**config.mk**
```make
export PLATFORM = sky130hd
export DESIGN_NAME = serial_add_seq
export DESIGN_NICKNAME = d
export VERILOG_FILES = /design/src/rtl/serial_add_pkg.sv /design/src/rtl/serial_fa_cell.sv /design/src/rtl/serial_add_seq.sv
export SDC_FILE = /design/constraint.sdc
export NUM_CORES = 1
export LEC_CHECK = 0
export BUFFER_PORTS_ARGS = -buffer_cell sky130_fd_sc_hd__buf_2
export CORE_MARGIN = 5
export CORE_UTILIZATION = 45
export DETAILED_ROUTE_END_ITERATION = 16
export PLACE_DENSITY = 0.77
export SLEW_MARGIN = 0
export SYNTH_ARGS = -nofsm -noshare
export SYNTH_HDL_FRONTEND = slang
export SYNTH_SLANG_ARGS = --single-unit
export TNS_END_PERCENT = 20
```
**constraint.sdc**
```tcl
create_clock -name clk -period 3.4 [get_ports clk]
set_clock_uncertainty 0.15 [all_clocks]
set_input_delay 0.68 -clock clk [delete_from_list [all_inputs] [get_ports clk]]
set_output_delay 0.68 -clock clk [all_outputs]
set_load 0.01 [all_outputs]
```
**src/rtl/serial_add_pkg.sv**
```systemverilog
// Shared definitions for the bit-serial adder: FSM state encoding and default width.
package serial_add_pkg;

    typedef enum logic [1:0] {
        ST_IDLE = 2'd0,
        ST_RUN  = 2'd1,
        ST_DONE = 2'd2
    } sa_state_e;

    localparam int SA_W = 8;

endpackage

```
**src/rtl/serial_fa_cell.sv**
```systemverilog
// Combinational 1-bit full adder, reused every cycle by the serial sequencer.
module serial_fa_cell (
    input  logic a,
    input  logic b,
    input  logic cin,
    output logic s,
    output logic cout
);

    assign s    = a ^ b ^ cin;
    assign cout = (a & b) | (a & cin) | (b & cin);

endmodule

```
**src/rtl/serial_add_seq.sv**
```systemverilog
// Bit-serial adder sequencer: one full-adder cell stepped over W cycles, LSB first.
// Optional subtract mode (sub port) is enabled by defining SERIAL_ADD_SUB_EN.
//
// state   | meaning
// IDLE    | waiting for start, last result held
// RUN     | one operand bit pair consumed per enabled edge
// DONE    | result valid, done pulse; start here re-accepts immediately
module serial_add_seq
    import serial_add_pkg::*;
#(
    parameter int W = SA_W
) (
    input  logic         clk,
    input  logic         rst_n,
    input  logic         ena,
    input  logic         start,
    input  logic [W-1:0] op_a,
    input  logic [W-1:0] op_b,
`ifdef SERIAL_ADD_SUB_EN
    input  logic         sub,
`endif
    output logic         busy,
    output logic         done,
    output logic [W-1:0] sum,
    output logic         carry_out
);

    localparam int CW = $clog2(W);

    sa_state_e       state_q, state_d;
    logic [W-1:0]    a_sh_q, a_sh_d;
    logic [W-1:0]    b_sh_q, b_sh_d;
    logic [W-1:0]    sum_q, sum_d;
    logic [CW-1:0]   count_q, count_d;
    logic            carry_q, carry_d;
    logic            cout_q, cout_d;
    logic            busy_q, busy_d;
    logic            done_q, done_d;
    logic            fa_s, fa_c;

    serial_fa_cell u_fa (
        .a    (a_sh_q[0]),
        .b    (b_sh_q[0]),
        .cin  (carry_q),
        .s    (fa_s),
        .cout (fa_c)
    );

    always_comb begin
        state_d = state_q;
        a_sh_d  = a_sh_q;
        b_sh_d  = b_sh_q;
        sum_d   = sum_q;
        count_d = count_q;
        carry_d = carry_q;
        cout_d  = cout_q;

        case (state_q)
            ST_IDLE, ST_DONE: begin
                if (start) begin
                    a_sh_d  = op_a;
                    count_d = '0;
                    sum_d   = '0;
                    cout_d  = 1'b0;
                    state_d = ST_RUN;
`ifdef SERIAL_ADD_SUB_EN
                    // Two's-complement subtract: a + ~b + 1
                    b_sh_d  = sub ? ~op_b : op_b;
                    carry_d = sub;
`else
                    b_sh_d  = op_b;
                    carry_d = 1'b0;
`endif
                end else begin
                    state_d = ST_IDLE;
                end
            end
            ST_RUN: begin
                a_sh_d  = a_sh_q >> 1;
                b_sh_d  = b_sh_q >> 1;
                sum_d   = {fa_s, sum_q[W-1:1]};
                carry_d = fa_c;
                count_d = count_q + CW'(1);
                if (count_q == CW'(W - 1)) begin
                    state_d = ST_DONE;
                    cout_d  = fa_c;
                end
            end
            default: state_d = ST_IDLE;
        endcase

        busy_d = (state_d == ST_RUN);
        done_d = (state_d == ST_DONE);
    end

    always_ff @(posedge clk) begin
        if (!rst_n) begin
            state_q <= ST_IDLE;
            a_sh_q  <= '0;
            b_sh_q  <= '0;
            sum_q   <= '0;
            count_q <= '0;
            carry_q <= 1'b0;
            cout_q  <= 1'b0;
            busy_q  <= 1'b0;
            done_q  <= 1'b0;
        end else if (ena) begin
            state_q <= state_d;
            a_sh_q  <= a_sh_d;
            b_sh_q  <= b_sh_d;
            sum_q   <= sum_d;
            count_q <= count_d;
            carry_q <= carry_d;
            cout_q  <= cout_d;
            busy_q  <= busy_d;
            done_q  <= done_d;
        end
    end

    assign busy      = busy_q;
    assign done      = done_q;
    assign sum       = sum_q;
    assign carry_out = cout_q;

endmodule

```
==> flow_summary.ini, run 1 <==
[yosys]
synth.yosys.warnings = 0
synth_top_area_share_pct = 49.3
syn-cell-area_um2 = 1340
async_reset_ff_share_pct = 0
synth.distinct_cells = 26
synthTopCellsByArea = dfxtp_1, o221ai_1, nand2_1
syn_avg_cell_area_um2 = 9.30
synth_ff_type = dfxtp_1
synth_area_leader_cell = dfxtp_1
ys_ff_latch = 33
ys_seq_area_share_pct = 49.3
post-synth-top-count-cell = dfxtp_1
syn_nets = 167
synth_edf_count = 0
syn_inst = 144
synth_commonest_cells = dfxtp_1, nand2_1, inv_1

[worst_setup_path]
reg2reg_depth = 3
cp_cell_sequence = buf_2 > nand3b_2 > o221ai_1 > a21oi_1
reg2reg_slack_ns = 1.75
start_kind = input port
cp-end-kind = flop
critical_path_required_ns = 3.43
cpPeakStageDelay_ns = 0.45
arrival_ns = 1.76
path_max_fanout = 26
slowest_stage = nand3b_2
crit_type = input port to flop

[cts]
clk_latency_ns = 0.33
clk_pin_slew_ns = 0.09
cts_tree = done
cts_buffer_depth = 2
cts_sinks = 33
post_cts_buffers = 0
htreeDepth = 2
postCtsHoldBufs = 0
numCtsBuffers = 5
cts_resized = 0
cts_root_buffer = clkbuf_4

[power]
p_sw_mw = 0.179
irDropWorstVdd_mv = 0.261
internal_power_mw = 0.611
share_comb_of_total_power_pct = 9.4
seq_power_share_pct = 52.6
pwr-share-clk_pct = 38.0
pwr_density_cell_nw_per_um2 = 508
p_total_mw = 0.790
switching_share_pct = 22.6
p_leak_nw = 0.650

[detailed_routing]
vias_per_cell = 5.50
drt-initial-drc-count = 33
dr_total_vias = 1117
finalWirelength_um = 2690
drc = 0
ant_nets = 0
firstDrtPassIters = 4
wire_per_inst_um = 13.2

[sta]
setup_viol = 0
fmax_mhz = 578
hold_violations = 0
rsz0062_at_grt = false
holdWs_ns = 0.305
slew_headroom_pct = 59.3
layout_worst_path_cycle_share_pct = 50.9
worst_slew_pin_slew_ns = 0.610
fin_setup_tns_ns = 0
finalCriticalPeriod_ns = 1.73
drv_slew = 0

[global_routing]
grt_pass1_wl_um = 4810
grt_overflow = 0
grt_usage_pct = 14.5
grt_pass1_vias = 1124
grt_max_degree = 40
antenna_found_initial = 0

[placement]
dpl_cell_area_um2 = 1470
io_buffers = 30
gp_congestion = 0.731
dp_hpwl_um = 1870

[die]
core_um2 = 2810
die_x_um = 64.5
start_util_pct = 47.7
num_rows = 19
ios = 31
die_h_um = 64.5
dieArea_um2 = 4170

[layout]
finalNetCount = 194
fin_area_um2 = 1550
fill_cells = 268
drive_gt1_share_pct = 25.0
syn2layout_area_growth_pct = 16.1
antennaDiodeCount = 0

[outcome]
outcome = finished, final reports clean

[worst_hold_path]
hold_depth = 2
hold_class = flop to flop

[flow_run]
drv_cap = 0
-- path summary, 6_finish.rpt --
path                    from   endpoint
setup / recovery         ena  a_sh_q[5]
hold / removal     b_sh_q[4]  b_sh_q[4]
setup reg to reg  state_q[1]  a_sh_q[5]
hold reg to reg    b_sh_q[4]  b_sh_q[4]
-- worst max-delay path, delay by kind of cell --
kind	cells	cell delay [ns]
compound gates	2	0.44
simple gates	1	0.45
buf+inv	1	0.18
-- placed cells by master, fill, tap and decap left out, types with 2 or more instances in the layout --
cell type	netlist	layout
buf_2	5	30
o21ai_0	3	3
clkbuf_4	0	5
o22ai_2	2	2
ha_1	2	2
inv_1	17	17
o22ai_1	11	11
dfxtp_1	33	33
o221ai_1	14	14
a21boi_0	3	3
a21oi_1	14	14
nand2_1	23	23
-- stage by stage --
stage | util, % | cells | setup slack [ns]
2_1_floorplan | - | 144 | 1.73
3_3_place_gp | 52.4 | 195 | 1.39
3_5_place_dp | 52.4 | 195 | 1.33
4_1_cts | 55.4 | 203 | 1.67
5_1_grt | 55.4 | 203 | 1.56
6_report | 55.4 | 203 | 1.67
-- layout make-up --
| cell class | instances | area [µm²] | area share [%] |
|---|---|---|---|
| clock inverter | 1 | 30.0 | 1.93 |
| tap | 31 | 38.8 | 2.50 |
| inverter | 17 | 63.8 | 4.11 |
| sequential | 33 | 661 | 42.5 |
| multi-input combinational | 84 | 556 | 35.7 |
| clock buffer | 7 | 55.1 | 3.54 |
| timing repair buffer | 30 | 150 | 9.66 |
-- cells by family after synthesis --
family                     Yosys count  synth area share [%]
AOI/OAI and AO/OA                   51                  26.7
DFF                                 33                  49.3
and+or+nand+nor                     30                  11.4
buffers and inverters               27                  9.16
adders and majority gates            3                  3.36
-- state kept, by name, indices dropped and copies added (netlist names) --
name and flops:
b_sh_q 8, state_q 2, done 1, carry_q 1
count_q 3, carry_out 1, busy 1, sum 8
a_sh_q 8
-- power by group through the flow --
stage	Combinational, mW	Clock [mW]	Sequential [mW]
floorplan	0.0568	0	0.422
global placement	0.0718	0	0.423
detailed placement	0.0753	0	0.424
CTS	0.0753	0.307	0.416
global route	0.0848	0.326	0.419
finish	0.0744	0.300	0.416
-- routing by layer --
layer	share of wire [%]	wire (µm)	track usage [%]	vias up
li1	-	-	-	563
met1	44	1180	16.9	515
met2	48	1300	24.0	34
met3	6.3	170	5.53	5
met4	1.2	31	5.54	0
met5	0	0	0	-
Power figures use the tool's default switching activity.
==> inputs of run 2 (changes only) <==
- ABC_AREA: unset -> 1
- PLACE_DENSITY: 0.77 -> 0.75
- clock period: 3.4 -> 1.6 ns (I/O delays scaled with it)
==> flow_summary.ini, run 2 <==
[layout]
syn2layout_area_growth_pct = 14.8
multi_input_area_um2 = 716
finalNetCount = 269
antennaDiodeCount = 0
mostFrequentLayoutCell = nand2_1
drive_gt1_share_pct = 20.2
regArea_um2 = 662
stdcell_count = 293
final_cell_mix = nand2_1, dfxtp_1, nor2_1, buf_2, inv_1
fill_cells = 367

[die]
ios = 31
core_um2 = 3310
die_h_um = 68.3
start_util_pct = 46.2
die_x_um = 68.3
num_rows = 21
dieArea_um2 = 4670

[worst_setup_path]
reg2reg_slack_ns = 0.27
arrival_ns = 1.44
cp_cell_sequence = ha_1 > ha_1 > nand2_1 > nand2_1 > nand2_1 > nand2_1 > a21oi_1
cpPeakStageDelay_ns = 0.34
timing.critical_path.buf_inv = 0
slowest_stage = dfxtp_1
reg2reg_depth = 7
path_delay_family = adder cells
reg2reg_to = carry_out
critPathLaunch = count_q[0]
start_kind = flop
crit_type = flop to flop
cp_common_cell = nand2_1
cp-end-kind = flop
critical_path_required_ns = 1.71
r2r_start = count_q[0]
path_max_fanout = 3

[cts]
cts_sinks = 33
htreeDepth = 2
cts_resized = 0
cts_tree = done
clk_pin_slew_ns = 0.09
clk_latency_ns = 0.34
post_cts_buffers = 0
cts_root_buffer = clkbuf_4
numCtsBuffers = 5
cts_buffer_depth = 2
postCtsHoldBufs = 0

[worst_hold_path]
hold_class = input port to flop
hold_depth = 3
hp-start = op_b[7]
holdPathEnd = b_sh_q[7]

[yosys]
syn_nets = 241
synth_area_leader_cell = dfxtp_1
post-synth-top-count-cell = nand2_1
syn-cell-area_um2 = 1530
ys_seq_area_share_pct = 43.2
synth.yosys.warnings = 0
synth.distinct_cells = 21
synthTopCellsByArea = dfxtp_1, nand2_1, nor2_1
synth_commonest_cells = nand2_1, dfxtp_1, nor2_1
async_reset_ff_share_pct = 0
synth_edf_count = 0
syn_inst = 218
synth_top_area_share_pct = 43.2
ys_ff_latch = 33
synth_ff_type = dfxtp_1
syn_avg_cell_area_um2 = 7.02

[global_routing]
grt_pass1_vias = 1205
grt_overflow = 0
antenna_found_initial = 0
grt_pass1_wl_um = 4950
grt_usage_pct = 14.5
grt_max_degree = 43

[sta]
rsz0062_at_grt = false
worst_slew_pin_slew_ns = 0.526
fin_setup_tns_ns = 0
finalCriticalPeriod_ns = 1.33
fmax_mhz = 751
setup_viol = 0
fin_ws_ns = 0.269
hold_violations = 0
slew_headroom_pct = 64.7
drv_slew = 0
layout_worst_path_cycle_share_pct = 83.2

[placement]
dp.cells = 285
dp_hpwl_um = 1820
pre_cts_slack_ns = 0.0741
io_buffers = 30
gp_congestion = 0.773

[power]
p_sw_mw = 0.411
pwr-share-clk_pct = 37.8
switching_share_pct = 23.9
seq_power_share_pct = 50.9
internal_power_mw = 1.30
irDropWorstVdd_mv = 0.561
p_leak_nw = 0.835
share_comb_of_total_power_pct = 11.3
pwr_density_cell_nw_per_um2 = 976
p_total_mw = 1.71

[detailed_routing]
drc = 0
firstDrtPassIters = 4
ant_nets = 0
wl_met3_um = 127
wire_per_inst_um = 9.16
finalWirelength_um = 2680
dr_total_vias = 1314
wl_met1_um = 1280
drt-initial-drc-count = 79
met2_wirelength_um = 1210
vias_per_cell = 4.48
highest_layer = met4

[outcome]
outcome = finished, final reports clean

[flow_run]
drv_cap = 0
-- run 2: cell type report --
type	count	area share (%)
clock buffer	7	3.13
clock inverter	1	1.71
tap	46	3.28
timing repair buffer	32	9.40
multi-input combinational	155	40.7
sequential	33	37.7
inverter	19	4.06
-- run 2: power groups by stage --
| stage | Sequential, mW | Clock [mW] | Combinational [mW] |
|---|---|---|---|
| 3_5_place_dp | 0.891 | 0 | 0.194 |
| 3_3_place_gp | 0.891 | 0 | 0.194 |
| 2_1_floorplan | 0.887 | 0 | 0.166 |
| 6_report | 0.873 | 0.648 | 0.194 |
| 4_1_cts | 0.873 | 0.668 | 0.195 |
| 5_1_grt | 0.879 | 0.707 | 0.231 |
-- run 2: how the worst max path moves through the flow --
stage,endpoint,slack (ns),cells past startpoint
floorplan,carry_out,0.39,7
global placement,a_sh_q[2],0.11,5
detailed placement,sum[4],0.07,4
CTS,sum[4],0.05,4
global route,a_sh_q[4],0.13,6
finish,carry_out,0.27,7
-- run 2: logic make-up (layout without fill, tap and decap cells) --
logic type | Yosys count | after routing | synth area share [%]
and+or+nand+nor | 121 | 121 | 32.4
DFF | 33 | 33 | 43.2
AOI/OAI and AO/OA | 31 | 31 | 10.9
buffers and inverters | 30 | 59 | 10.6
adders and majority gates | 3 | 3 | 2.94
-- run 2: metal layers --
layer / global-route usage, % / up-vias
met1: 17.6 / 569
met3: 5.42 / 4
met2: 22.4 / 21
li1: - / 720
met4: 7.44 / 0
met5: 0 / -
-- run 2: per-stage QoR --
stage / hold WS (ns) / utilization [%] / area, µm²
2_1_floorplan: 0.289 / - / 1530
3_3_place_gp: 0.304 / 50.2 / 1660
3_5_place_dp: 0.305 / 50.2 / 1660
4_1_cts: 0.0650 / 52.8 / 1750
5_1_grt: 0.0599 / 53.1 / 1760
6_report: 0.0778 / 53.1 / 1760
-- run 2: worst reg2reg max path: stages, from the launching register on --
cell,delay (ns)
dfxtp_1,0.34
ha_1,0.20
ha_1,0.21
nand2_1,0.08
nand2_1,0.07
nand2_1,0.07
nand2_1,0.04
a21oi_1,0.11
==> inputs of run 3 (changes only) <==
- clock period: 1.6 -> 1.3 ns (I/O delays scaled with it)
==> flow_summary.ini, run 3 (same netlist as run 2, synthesis figures left out) <==
[layout]
mostFrequentLayoutCell = nand2_1
drive_gt1_share_pct = 29.5
syn2layout_area_growth_pct = 24.4
fin_area_um2 = 1900
finalNetCount = 282
final_util_pct = 57.5
fill_cells = 339
antennaDiodeCount = 0
final_cell_mix = nand2_1, nor2_1, buf_2

[global_routing]
antenna_found_initial = 0
grt_usage_pct = 14.7
grt_pass1_vias = 1247
grt_overflow = 0
grt_pass1_wl_um = 5130
grt_max_degree = 27

[placement]
io_buffers = 30
pre_cts_slack_ns = -0.0983
dp_hpwl_um = 1980
gp_congestion = 0.785
dpl_cell_area_um2 = 1760

[sta]
holdWs_ns = 0.0406
layout_worst_path_cycle_share_pct = 97.8
worst_slew_pin_slew_ns = 0.594
fin_setup_tns_ns = 0
drv_slew = 0
finalCriticalPeriod_ns = 1.27
fmax_mhz = 786
hold_violations = 0
setup_viol = 0
fin_ws_ns = 0.0283
slew_headroom_pct = 60.1
rsz0062_at_grt = true

[die]
core_um2 = 3310
die_x_um = 68.3
start_util_pct = 46.2
die_h_um = 68.3
dieArea_um2 = 4670
num_rows = 21
ios = 31

[worst_setup_path]
critical_path_required_ns = 1.39
cp_cell_sequence = fa_1 > nand2_1 > a21oi_2
cpPeakStageDelay_ns = 0.54
cp-end-kind = flop
timing.critical_path.buf_inv = 0
crit_type = flop to flop
start_kind = flop
slowest_stage = fa_1
path_max_fanout = 2
arrival_ns = 1.36
path_delay_family = adder cells

[cts]
numCtsBuffers = 5
cts_sinks = 33
htreeDepth = 2
cts_tree = done
cts_buffer_depth = 2
cts_root_buffer = clkbuf_4
clk_latency_ns = 0.32
postCtsHoldBufs = 0
clk_pin_slew_ns = 0.09

[detailed_routing]
vias_per_cell = 4.48
drc = 0
drt-initial-drc-count = 54
wire_per_inst_um = 9.89
ant_nets = 0
finalWirelength_um = 3010
dr_total_vias = 1363
firstDrtPassIters = 4

[flow_run]
drv_cap = 0

[worst_hold_path]
hold_class = input port to flop

[power]
p_leak_nw = 0.898
pwr_density_cell_nw_per_um2 = 980
irDropWorstVdd_mv = 0.653

[outcome]
outcome = finished, final reports clean
-- run 3: cell type report --
cell class	count	area [µm²]	share of cell area, %
clock inverter	1	5.00	0.263
timing repair buffer	45	313	16.4
clock buffer	5	37.5	1.97
multi-input combinational	155	744	39.1
tap	46	57.6	3.02
sequential	33	674	35.4
inverter	19	71.3	3.75
-- run 3: repair_timing --
action | 4_1_cts | 5_1_grt
setup endpoints to repair | 28 | 26
buffers inserted | 3 | 3
gates resized for setup | 1 | 19
pin swaps | 1 | 2
-- run 3: power breakdown --
group	internal, mW	switching (mW)
Clock	0.187	0.305
Sequential	1.05	0.0186
Combinational	0.137	0.164
-- run 3: metal layers --
| metal | global-route usage, % | up-vias | share of wire [%] |
|---|---|---|---|
| li1 | - | 745 | - |
| met1 | 17.8 | 590 | 47 |
| met2 | 23.5 | 24 | 48 |
| met3 | 5.91 | 4 | 4.6 |
| met4 | 5.21 | 0 | 0.96 |
| met5 | 0 | - | 0 |
-- run 3: final timing paths --
path	slack (ns)	startpoint	to	depth (start not counted)
setup / recovery	0.03	carry_q	sum[7]	3
hold / removal	0.04	op_a[7]	a_sh_q[7]	3
setup reg to reg	0.03	carry_q	sum[7]	3
hold reg to reg	0.32	sum[0]	sum[0]	2
-- run 3: worst reg2reg max path: cells and delay by family, from the launching register on --
| family | cells | cell delay (ns) |
|---|---|---|
| compound gates | 1 | 0.11 |
| flops | 1 | 0.33 |
| simple gates | 1 | 0.07 |
| fa+ha+maj | 1 | 0.54 |
-- run 3: through the flow --
step	instances	total power, mW
2_1_floorplan	218	1.30
3_3_place_gp	292	1.38
3_5_place_dp	292	1.38
4_1_cts	301	1.89
5_1_grt	304	2.00
6_report	304	1.87
